===== config.mk =====
export PLATFORM = sky130hd
export DESIGN_NAME = lab4d_dma_engine_flat
export DESIGN_NICKNAME = d
export VERILOG_FILES = /design/src/rtl/lab4d_dma_pkg.sv /design/src/rtl/lab4d_dma_if.sv /design/src/rtl/lab4d_dma_outreg.sv /design/src/rtl/lab4d_dma_engine.sv /design/src/flat_wrapper.sv
export SDC_FILE = /design/constraint.sdc
export NUM_CORES = 1
export LEC_CHECK = 0
export BUFFER_PORTS_ARGS = -buffer_cell sky130_fd_sc_hd__buf_2
export CAP_MARGIN = 10
export CELL_PAD_IN_SITES_DETAIL_PLACEMENT = 1
export CELL_PAD_IN_SITES_GLOBAL_PLACEMENT = 1
export CORE_ASPECT_RATIO = 0.6
export CORE_UTILIZATION = 40
export CTS_CLUSTER_SIZE = 10
export DETAILED_ROUTE_END_ITERATION = 8
export PLACE_DENSITY = 0.82
export SYNTH_ARGS = -nofsm -noshare
export SYNTH_HDL_FRONTEND = slang
export SYNTH_SLANG_ARGS = --single-unit

===== constraint.sdc =====
create_clock -name clk_i -period 3.5 [get_ports clk_i]
set_clock_uncertainty 0.2 [all_clocks]
set_input_delay 0.7 -clock clk_i [delete_from_list [all_inputs] [get_ports clk_i]]
set_output_delay 0.7 -clock clk_i [all_outputs]
set_load 0.02 [all_outputs]

===== src/rtl/lab4d_dma_pkg.sv =====
// rtl/lab4d_dma_pkg.sv - shared types and constants for the LAB4D DMA engine
// Contents: FSM state enum, default geometry/timeouts, header magic, helpers.
package lab4d_dma_pkg;

    localparam int NUM_LABS      = 12;
    localparam int LAB_ADR_SHIFT = 11;
    localparam int ACK_TIMEOUT   = 255;
    localparam int LOCK_TIMEOUT  = 1023;

    // "LAB4" tag; the L is carried as hex 1 since L is not a hex digit.
    localparam logic [15:0] HDR_MAGIC = 16'h1AB4;

    typedef enum logic [2:0] {
        IDLE,
        LOCK,
        SCAN,
        HDR,
        REQ,
        HOLD,
        UNLOCK
    } dma_state_t;

    // True when any mask bit at or above idx is set.
    function automatic logic any_from(input logic [15:0] mask, input logic [3:0] idx);
        return |(mask >> idx);
    endfunction

endpackage


===== src/rtl/lab4d_dma_if.sv =====
// rtl/lab4d_dma_if.sv - DMA lock, Wishbone read master and output stream bundle
// Ports: dma_lock/locked handshake, wbdma_* Wishbone signals, m_t* stream.
// Modports: master (engine side), slave (RAM + stream sink side).
interface lab4d_dma_if;
    logic        dma_lock_o;
    logic        dma_locked_i;
    logic        wbdma_cyc_o;
    logic        wbdma_stb_o;
    logic        wbdma_we_o;
    logic [15:0] wbdma_adr_o;
    logic [31:0] wbdma_dat_i;
    logic        wbdma_ack_i;
    logic [31:0] m_tdata;
    logic        m_tvalid;
    logic        m_tready;
    logic        m_tlast;

    modport master (
        output dma_lock_o, wbdma_cyc_o, wbdma_stb_o, wbdma_we_o, wbdma_adr_o,
               m_tdata, m_tvalid, m_tlast,
        input  dma_locked_i, wbdma_dat_i, wbdma_ack_i, m_tready
    );

    modport slave (
        input  dma_lock_o, wbdma_cyc_o, wbdma_stb_o, wbdma_we_o, wbdma_adr_o,
               m_tdata, m_tvalid, m_tlast,
        output dma_locked_i, wbdma_dat_i, wbdma_ack_i, m_tready
    );
endinterface


===== src/rtl/lab4d_dma_outreg.sv =====
// rtl/lab4d_dma_outreg.sv - single-entry stream output register with last flag
// Ports: clk, rst (sync, active high); load/load_data/load_last fill the entry;
// mark_last forces tlast on a word still waiting; tdata/tvalid/tlast/tready
// stream side; empty tells the FSM a new word may be loaded.
module lab4d_dma_outreg (
    input  logic        clk,
    input  logic        rst,
    input  logic        load,
    input  logic [31:0] load_data,
    input  logic        load_last,
    input  logic        mark_last,
    output logic [31:0] tdata,
    output logic        tvalid,
    output logic        tlast,
    input  logic        tready,
    output logic        empty
);

    // load is only asserted by the FSM while the entry is empty, so it never
    // collides with a handshake and the held word stays stable under stall.
    always_ff @(posedge clk) begin
        if (rst) begin
            tdata  <= '0;
            tvalid <= 1'b0;
            tlast  <= 1'b0;
        end else if (load) begin
            tdata  <= load_data;
            tvalid <= 1'b1;
            tlast  <= load_last;
        end else if (tvalid && tready) begin
            tvalid <= 1'b0;
            tlast  <= 1'b0;
        end else if (mark_last && tvalid) begin
            tlast  <= 1'b1;
        end
    end

    assign empty = ~tvalid;

endmodule


===== src/rtl/lab4d_dma_engine.sv =====
// rtl/lab4d_dma_engine.sv - LAB4D sample RAM DMA drain to 32-bit stream
// Ports: clk_i, rst_i (sync, active high); start_i, lab_mask_i, words_i
// control; busy_o, done_o, err_o status; bus (lab4d_dma_if.master) carries
// the DMA lock handshake, Wishbone read master and m_t* output stream.
// Optional: LAB4D_DMA_HEADER_EN emits one header word ahead of each LAB.
module lab4d_dma_engine #(
    parameter int NUM_LABS      = lab4d_dma_pkg::NUM_LABS,
    parameter int LAB_ADR_SHIFT = lab4d_dma_pkg::LAB_ADR_SHIFT,
    parameter int ACK_TIMEOUT   = lab4d_dma_pkg::ACK_TIMEOUT,
    parameter int LOCK_TIMEOUT  = lab4d_dma_pkg::LOCK_TIMEOUT
) (
    input  logic                clk_i,
    input  logic                rst_i,
    input  logic                start_i,
    input  logic [NUM_LABS-1:0] lab_mask_i,
    input  logic [9:0]          words_i,
    output logic                busy_o,
    output logic                done_o,
    output logic                err_o,
    lab4d_dma_if.master         bus
);
    import lab4d_dma_pkg::*;

    localparam logic [9:0] ACK_LAST  = 10'(ACK_TIMEOUT - 1);
    localparam logic [9:0] LOCK_LAST = 10'(LOCK_TIMEOUT - 1);

    dma_state_t          state;
    logic [NUM_LABS-1:0] mask_r;
    logic [9:0]          words_r;
    logic [9:0]          word;
    logic [3:0]          lab;
    logic [9:0]          timer;
    logic                busy_r, done_r, err_r, lock_r, cyc_r, stb_r;
    logic [15:0]         adr_r;

    logic                load, load_last, abort, empty, hs;
    logic [31:0]         load_data;
    logic [15:0]         mask16;
    logic                lab_pending, lab_found, more_labs, word_is_last;

    function automatic logic [15:0] word_adr(input logic [3:0] l, input logic [9:0] w);
        return (16'(l) << LAB_ADR_SHIFT) | (16'(w[8:0]) << 2);
    endfunction

    assign mask16       = 16'(mask_r);
    assign lab_pending  = any_from(mask16, lab);
    assign lab_found    = mask16[lab];
    assign more_labs    = any_from(mask16, lab + 4'd1);
    // words_r holds 512 for a zero request, so words_r-1 is 511 as intended.
    assign word_is_last = (word == words_r - 10'd1);
    assign hs           = bus.m_tvalid & bus.m_tready;

    assign abort = ((state == LOCK) && !bus.dma_locked_i && (timer == LOCK_LAST)) ||
                   ((state == REQ)  && !bus.wbdma_ack_i  && (timer == ACK_LAST));

`ifdef LAB4D_DMA_HEADER_EN
    logic [9:0]  hdr_words;
    logic [31:0] hdr_word;
    assign hdr_words = (words_r == 10'd512) ? 10'd0 : words_r;
    assign hdr_word  = {HDR_MAGIC, lab, 2'b00, hdr_words};
`endif

    always_comb begin
        load      = 1'b0;
        load_last = 1'b0;
        load_data = bus.wbdma_dat_i;
        case (state)
            REQ: begin
                if (bus.wbdma_ack_i) begin
                    load      = 1'b1;
                    load_last = word_is_last & ~more_labs;
                end
            end
`ifdef LAB4D_DMA_HEADER_EN
            SCAN: begin
                if (lab_pending && lab_found) begin
                    load      = 1'b1;
                    load_data = hdr_word;
                end
            end
`endif
            default: ;
        endcase
    end

    always_ff @(posedge clk_i) begin
        if (rst_i) begin
            state   <= IDLE;
            mask_r  <= '0;
            words_r <= '0;
            word    <= '0;
            lab     <= '0;
            timer   <= '0;
            busy_r  <= 1'b0;
            done_r  <= 1'b0;
            err_r   <= 1'b0;
            lock_r  <= 1'b0;
            cyc_r   <= 1'b0;
            stb_r   <= 1'b0;
            adr_r   <= '0;
        end else begin
            done_r <= 1'b0;
            case (state)
                IDLE: begin
                    if (start_i) begin
                        mask_r  <= lab_mask_i;
                        words_r <= (words_i == 10'd0) ? 10'd512 : words_i;
                        err_r   <= 1'b0;
                        busy_r  <= 1'b1;
                        lock_r  <= 1'b1;
                        timer   <= '0;
                        lab     <= '0;
                        word    <= '0;
                        state   <= LOCK;
                    end
                end
                LOCK: begin
                    if (bus.dma_locked_i) begin
                        state <= SCAN;
                    end else if (abort) begin
                        err_r  <= 1'b1;
                        lock_r <= 1'b0;
                        state  <= UNLOCK;
                    end else begin
                        timer <= timer + 10'd1;
                    end
                end
                SCAN: begin
                    // Nothing left at or above lab covers both "mask empty"
                    // and "ran past the last LAB".
                    if (!lab_pending) begin
                        lock_r <= 1'b0;
                        state  <= UNLOCK;
                    end else if (lab_found) begin
                        word <= '0;
`ifdef LAB4D_DMA_HEADER_EN
                        state <= HDR;
`else
                        cyc_r <= 1'b1;
                        stb_r <= 1'b1;
                        timer <= '0;
                        adr_r <= word_adr(lab, 10'd0);
                        state <= REQ;
`endif
                    end else begin
                        lab <= lab + 4'd1;
                    end
                end
                HDR: begin
                    if (hs) begin
                        cyc_r <= 1'b1;
                        stb_r <= 1'b1;
                        timer <= '0;
                        adr_r <= word_adr(lab, 10'd0);
                        state <= REQ;
                    end
                end
                REQ: begin
                    if (bus.wbdma_ack_i) begin
                        cyc_r <= 1'b0;
                        stb_r <= 1'b0;
                        state <= HOLD;
                    end else if (abort) begin
                        cyc_r  <= 1'b0;
                        stb_r  <= 1'b0;
                        err_r  <= 1'b1;
                        lock_r <= 1'b0;
                        state  <= UNLOCK;
                    end else begin
                        timer <= timer + 10'd1;
                    end
                end
                HOLD: begin
                    if (hs) begin
                        if (word_is_last) begin
                            lab   <= lab + 4'd1;
                            word  <= '0;
                            state <= SCAN;
                        end else begin
                            word  <= word + 10'd1;
                            cyc_r <= 1'b1;
                            stb_r <= 1'b1;
                            timer <= '0;
                            adr_r <= word_adr(lab, word + 10'd1);
                            state <= REQ;
                        end
                    end
                end
                UNLOCK: begin
                    // A word still held is drained before the transfer ends.
                    if (!bus.dma_locked_i && empty) begin
                        done_r <= 1'b1;
                        busy_r <= 1'b0;
                        state  <= IDLE;
                    end
                end
                default: state <= IDLE;
            endcase
        end
    end

    lab4d_dma_outreg u_outreg (
        .clk       (clk_i),
        .rst       (rst_i),
        .load      (load),
        .load_data (load_data),
        .load_last (load_last),
        .mark_last (abort),
        .tdata     (bus.m_tdata),
        .tvalid    (bus.m_tvalid),
        .tlast     (bus.m_tlast),
        .tready    (bus.m_tready),
        .empty     (empty)
    );

    assign busy_o          = busy_r;
    assign done_o          = done_r;
    assign err_o           = err_r;
    assign bus.dma_lock_o  = lock_r;
    assign bus.wbdma_cyc_o = cyc_r;
    assign bus.wbdma_stb_o = stb_r;
    assign bus.wbdma_we_o  = 1'b0;
    assign bus.wbdma_adr_o = adr_r;

endmodule

===== src/flat_wrapper.sv =====
// flat-port wrapper written by rule: the top's interface ports become plain ports
module lab4d_dma_engine_flat import lab4d_dma_pkg::*;
#(
    parameter int NUM_LABS      = lab4d_dma_pkg::NUM_LABS,
    parameter int LAB_ADR_SHIFT = lab4d_dma_pkg::LAB_ADR_SHIFT,
    parameter int ACK_TIMEOUT   = lab4d_dma_pkg::ACK_TIMEOUT,
    parameter int LOCK_TIMEOUT  = lab4d_dma_pkg::LOCK_TIMEOUT
)
  (clk_i, rst_i, start_i, lab_mask_i, words_i, busy_o, done_o, err_o, bus_dma_lock_o, bus_wbdma_cyc_o, bus_wbdma_stb_o, bus_wbdma_we_o, bus_wbdma_adr_o, bus_m_tdata, bus_m_tvalid, bus_m_tlast, bus_dma_locked_i, bus_wbdma_dat_i, bus_wbdma_ack_i, bus_m_tready);
  lab4d_dma_if bus_i ();
  input  logic clk_i;
  input  logic rst_i;
  input  logic start_i;
  input  logic [NUM_LABS-1:0] lab_mask_i;
  input  logic [9:0] words_i;
  output logic busy_o;
  output logic done_o;
  output logic err_o;
  output wire logic [$bits(bus_i.dma_lock_o)-1:0] bus_dma_lock_o;
  output wire logic [$bits(bus_i.wbdma_cyc_o)-1:0] bus_wbdma_cyc_o;
  output wire logic [$bits(bus_i.wbdma_stb_o)-1:0] bus_wbdma_stb_o;
  output wire logic [$bits(bus_i.wbdma_we_o)-1:0] bus_wbdma_we_o;
  output wire logic [$bits(bus_i.wbdma_adr_o)-1:0] bus_wbdma_adr_o;
  output wire logic [$bits(bus_i.m_tdata)-1:0] bus_m_tdata;
  output wire logic [$bits(bus_i.m_tvalid)-1:0] bus_m_tvalid;
  output wire logic [$bits(bus_i.m_tlast)-1:0] bus_m_tlast;
  input wire logic [$bits(bus_i.dma_locked_i)-1:0] bus_dma_locked_i;
  input wire logic [$bits(bus_i.wbdma_dat_i)-1:0] bus_wbdma_dat_i;
  input wire logic [$bits(bus_i.wbdma_ack_i)-1:0] bus_wbdma_ack_i;
  input wire logic [$bits(bus_i.m_tready)-1:0] bus_m_tready;
  assign bus_dma_lock_o = bus_i.dma_lock_o;
  assign bus_wbdma_cyc_o = bus_i.wbdma_cyc_o;
  assign bus_wbdma_stb_o = bus_i.wbdma_stb_o;
  assign bus_wbdma_we_o = bus_i.wbdma_we_o;
  assign bus_wbdma_adr_o = bus_i.wbdma_adr_o;
  assign bus_m_tdata = bus_i.m_tdata;
  assign bus_m_tvalid = bus_i.m_tvalid;
  assign bus_m_tlast = bus_i.m_tlast;
  assign bus_i.dma_locked_i = bus_dma_locked_i;
  assign bus_i.wbdma_dat_i = bus_wbdma_dat_i;
  assign bus_i.wbdma_ack_i = bus_wbdma_ack_i;
  assign bus_i.m_tready = bus_m_tready;
  lab4d_dma_engine #(.NUM_LABS(NUM_LABS), .LAB_ADR_SHIFT(LAB_ADR_SHIFT), .ACK_TIMEOUT(ACK_TIMEOUT), .LOCK_TIMEOUT(LOCK_TIMEOUT)) u_core (.clk_i(clk_i), .rst_i(rst_i), .start_i(start_i), .lab_mask_i(lab_mask_i), .words_i(words_i), .busy_o(busy_o), .done_o(done_o), .err_o(err_o), .bus(bus_i));
endmodule

==> impl_metrics.prom <==
# TYPE chip_impl_metric gauge
chip_impl_info{name="run_status",value="finished clean"} 1
chip_impl_metric{name="placement.io_buffers",unit=""} 112
chip_impl_metric{name="synth.yosys.seq_area_share",unit=""} 0.391
chip_impl_info{name="reg2reg_from",value="u_core.words_r[0]$_SDFFE_PP0P_"} 1
chip_impl_metric{name="vias_per_cell",unit=""} 5.62
chip_impl_info{name="clockRootBuffer",value="clkbuf_16"} 1
chip_impl_metric{name="netlist-cell-type-count",unit=""} 75
chip_impl_metric{name="ant_nets",unit=""} 0
chip_impl_metric{name="detailed_place_hpwl",unit="um"} 12100
chip_impl_metric{name="drt_wl_total",unit="um"} 16300
chip_impl_metric{name="gp_congestion",unit=""} 0.909
chip_impl_metric{name="avgRoutedWirePerCell",unit="um"} 18.1
chip_impl_metric{name="ctsHtreeMaxLevel",unit=""} 3
chip_impl_metric{name="rows",unit=""} 31
chip_impl_metric{name="drive_gt1_frac",unit=""} 0.213
chip_impl_metric{name="timing.critical_path.fanout_max",unit=""} 14
chip_impl_metric{name="nNetsFinal",unit=""} 795
chip_impl_metric{name="first_global_vias",unit=""} 5155
chip_impl_metric{name="worst-slew-pin-transition",unit="ns"} 1.01
chip_impl_metric{name="synth-edff-count",unit=""} 0
chip_impl_metric{name="power.total",unit="mW"} 3.02
chip_impl_metric{name="detail_route.drc_violations",unit=""} 0
chip_impl_metric{name="reg2reg_depth",unit=""} 9
chip_impl_info{name="worstReg2RegEnd",value="u_core.word[6]$_SDFFE_PP0P_"} 1
chip_impl_metric{name="timing.max_slew.rel_slack",unit=""} 0.326
chip_impl_metric{name="final.min_clock_period",unit="ns"} 3.12
chip_impl_metric{name="maxSlewViolCount",unit=""} 0
chip_impl_info{name="critPathCapture",value="u_core.word[6]$_SDFFE_PP0P_"} 1
chip_impl_metric{name="cellPowerDensity",unit="nW/um^2"} 496
chip_impl_metric{name="worstPathArrival",unit="ns"} 3.22
chip_impl_info{name="setup_repair_after_global_routing_missed_its_margin",value="no"} 1
chip_impl_metric{name="leakage",unit="nW"} 2.55
chip_impl_metric{name="ys_async_sr_fraction",unit=""} 0
chip_impl_metric{name="worst_setup_hold_path_clk_slew",unit="ns"} 0.07
chip_impl_metric{name="hold_slack",unit="ns"} 0.256
chip_impl_metric{name="worstSkewPairLatency",unit="ns"} 0.35
chip_impl_metric{name="die_x",unit="um"} 149
chip_impl_metric{name="core",unit="um^2"} 12300
chip_impl_info{name="cts_tree",value="built"} 1
chip_impl_info{name="leading_post_synthesis_cells_by_cell_area",value="dfxtp_1 39%, nand2_1 9.6%, a21oi_1 7.4%"} 1
chip_impl_metric{name="ir_worst_vdd",unit="mV"} 0.204
chip_impl_info{name="path_class",value="reg -> reg"} 1
chip_impl_metric{name="synth_seq_cells",unit=""} 101
chip_impl_info{name="crit_chain",value="inv_1 > ha_1 > or4b_4 > o211a_1 > nor3_2 > a211oi_2 > a211oi_4 > and2_4 > a22o_1"} 1
chip_impl_info{name="worstHoldPathType",value="reg -> reg"} 1
chip_impl_metric{name="top_area_cell_type_share_of_the_netlist_area",unit=""} 0.391
chip_impl_metric{name="num-fill-cells",unit=""} 1552
chip_impl_metric{name="grt_antenna_before_repair",unit=""} 0
chip_impl_metric{name="detail_route.iter0.violations",unit=""} 361
chip_impl_info{name="yosys.cell_count.top_type",value="nand2_1"} 1
chip_impl_metric{name="worst-endpoint-required",unit="ns"} 3.59
chip_impl_info{name="hold_path.startpoint",value="u_core.u_outreg.tdata[17]$_SDFFE_PP0P_"} 1
chip_impl_metric{name="syn-instance-count",unit=""} 638
chip_impl_metric{name="cp_slowest_stage_delay",unit="ns"} 0.52
chip_impl_metric{name="numClockSinks",unit=""} 101
chip_impl_metric{name="grt_max_degree",unit=""} 49
chip_impl_info{name="critPathCaptureType",value="flop"} 1
chip_impl_metric{name="place.detailed.instances",unit=""} 881
chip_impl_metric{name="cts_setup_buffers",unit=""} 0
chip_impl_metric{name="design.portCount",unit=""} 117
chip_impl_metric{name="vias",unit=""} 5033
chip_impl_info{name="startpoint_of_the_worst_setup_timing_path",value="u_core.words_r[0]$_SDFFE_PP0P_"} 1
chip_impl_metric{name="floorplan.die_area",unit="um^2"} 13400
chip_impl_metric{name="grt.total_usage",unit=""} 0.251
chip_impl_metric{name="areaGrowthSynthToFinish",unit="%"} 17.5
chip_impl_metric{name="timing.final.setup_violations",unit=""} 0
chip_impl_metric{name="ys.warnings.count",unit=""} 0
chip_impl_metric{name="hold_buffers",unit=""} 0
chip_impl_metric{name="maximum_operating_frequency",unit="MHz"} 320
chip_impl_metric{name="layout_worst_path_cycle_share",unit=""} 0.892
chip_impl_metric{name="utilization",unit=""} 0.493
chip_impl_info{name="post-synth-top-area-cell",value="dfxtp_1"} 1
chip_impl_metric{name="syn-cell-area",unit="um^2"} 5170
chip_impl_metric{name="max_cap_violations",unit=""} 0
chip_impl_metric{name="syn_area_per_cell",unit="um^2"} 8.11
chip_impl_metric{name="starting_density_of_the_core",unit=""} 0.420
chip_impl_metric{name="totalNegativeSetupSlack",unit="ns"} 0
chip_impl_metric{name="globalRoute.totalOverflow",unit=""} 0
chip_impl_info{name="synthTopCellsByCount",value="133 x nand2_1, 101 x dfxtp_1, 77 x a21oi_1"} 1
chip_impl_info{name="synth_top_flop_cell",value="dfxtp_1"} 1
chip_impl_metric{name="resized_gates_after_cts",unit=""} 0
chip_impl_metric{name="cts-buffers-inserted",unit=""} 9
chip_impl_metric{name="antenna-diode-count",unit=""} 0
chip_impl_info{name="crit_path_launch_type",value="flop"} 1
chip_impl_metric{name="global_route_wire_length_before_repair",unit="um"} 26700
chip_impl_metric{name="reg2reg_slack",unit="ns"} 0.38
chip_impl_metric{name="first_pass_iters",unit=""} 5
chip_impl_info{name="worst_path_max_delay_cell",value="or4b_4"} 1
chip_impl_metric{name="cts.path.max_buffers",unit=""} 2
chip_impl_metric{name="hold_viol_final",unit=""} 0
chip_impl_metric{name="fp.dieH",unit="um"} 90.1
chip_impl_metric{name="finish.cell_count_without_fillers",unit=""} 896
-- worst min path at each step --
stage	to	slack, ns	cells after the start
after detailed placement	u_core.u_outreg.tdata[23]$_SDFFE_PP0P_	0.25	2
after global placement	u_core.u_outreg.tdata[24]$_SDFFE_PP0P_	0.24	2
final	u_core.u_outreg.tdata[17]$_SDFFE_PP0P_	0.26	2
after floorplan	u_core.words_r[1]$_SDFFE_PP0P_	0.26	2
after global routing	u_core.u_outreg.tdata[20]$_SDFFE_PP0P_	0.28	2
after CTS	u_core.u_outreg.tdata[10]$_SDFFE_PP0P_	0.26	2
-- registers in the layout (all words and copies together) (netlist names) --
name,flops
u_core.err_o,1
u_core.busy_o,1
u_core.u_outreg.tvalid,1
u_core.u_outreg.tdata,32
u_core.u_outreg.tlast,1
u_core.lab,4
u_core.state,3
u_core.done_o,1
u_core.timer,10
u_core.bus.wbdma_cyc_o,1
u_core.bus.wbdma_adr_o,13
u_core.mask_r,12
u_core.words_r,10
u_core.word,10
u_core.bus.dma_lock_o,1
-- power by group --
group          switching (mW)  internal (mW)
sequential              0.103           1.21
clock                   0.440          0.500
combinational           0.463          0.298
-- layout by cell type (no fill, tap or decap), types with 9 or more instances in the layout --
cell type and instances:
nand2_1 133, buf_2 112, dfxtp_1 101, a21oi_1 77, nor2_1 29, nand3_1 24, nor3_1 19, xnor2_1 17
o21ai_0 14, inv_1 14, a22o_1 14, nor2b_1 12, a21o_1 11, clkbuf_16 9
-- metrics by stage --
stage | setup WS (ns) | area (um^2)
after floorplan | 0.793 | 5190
final | 0.377 | 6080
after CTS | 0.380 | 6080
after global placement | 0.552 | 5810
after global routing | 0.187 | 6080
after detailed placement | 0.401 | 5810
-- logic make-up after synthesis --
family / after synthesis / synth area share
AND/OR/NAND/NOR: 268 / 0.254
buffers and inverters: 59 / 0.0493
XOR/XNOR: 22 / 0.0372
other: 1 / 0.000725
AO/OA/AOI/OAI: 165 / 0.213
flip-flops: 101 / 0.391
adder cells (fa/ha/maj): 8 / 0.0193
multiplexers: 14 / 0.0355
-- metal layers --
layer	global-route usage	routed length, um
met2	0.403	7440
met5	0	0
met4	0.0612	184
met1	0.344	7840
met3	0.0487	792
-- final cells by class --
cell class,count,area [um^2],share of cell area
Inverter,14,52.6,0.00865
Tap cell,165,206,0.0340
Clock inverter,3,21.3,0.00350
Multi-Input combinational cell,481,2910,0.479
Timing Repair Buffer,120,621,0.102
Sequential cell,101,2020,0.333
Clock buffer,12,246,0.0406
-- critical path, delay by kind of cell, from the launching register on --
| family | cells | cell delay, ns |
|---|---|---|
| adders and majority gates | 1 | 0.25 |
| buffers and inverters | 1 | 0.07 |
| DFF | 1 | 0.36 |
| AOI/OAI and AO/OA | 4 | 1.05 |
| and+or+nand+nor | 3 | 1.13 |
No activity file was read; power rests on OpenSTA's default activity.
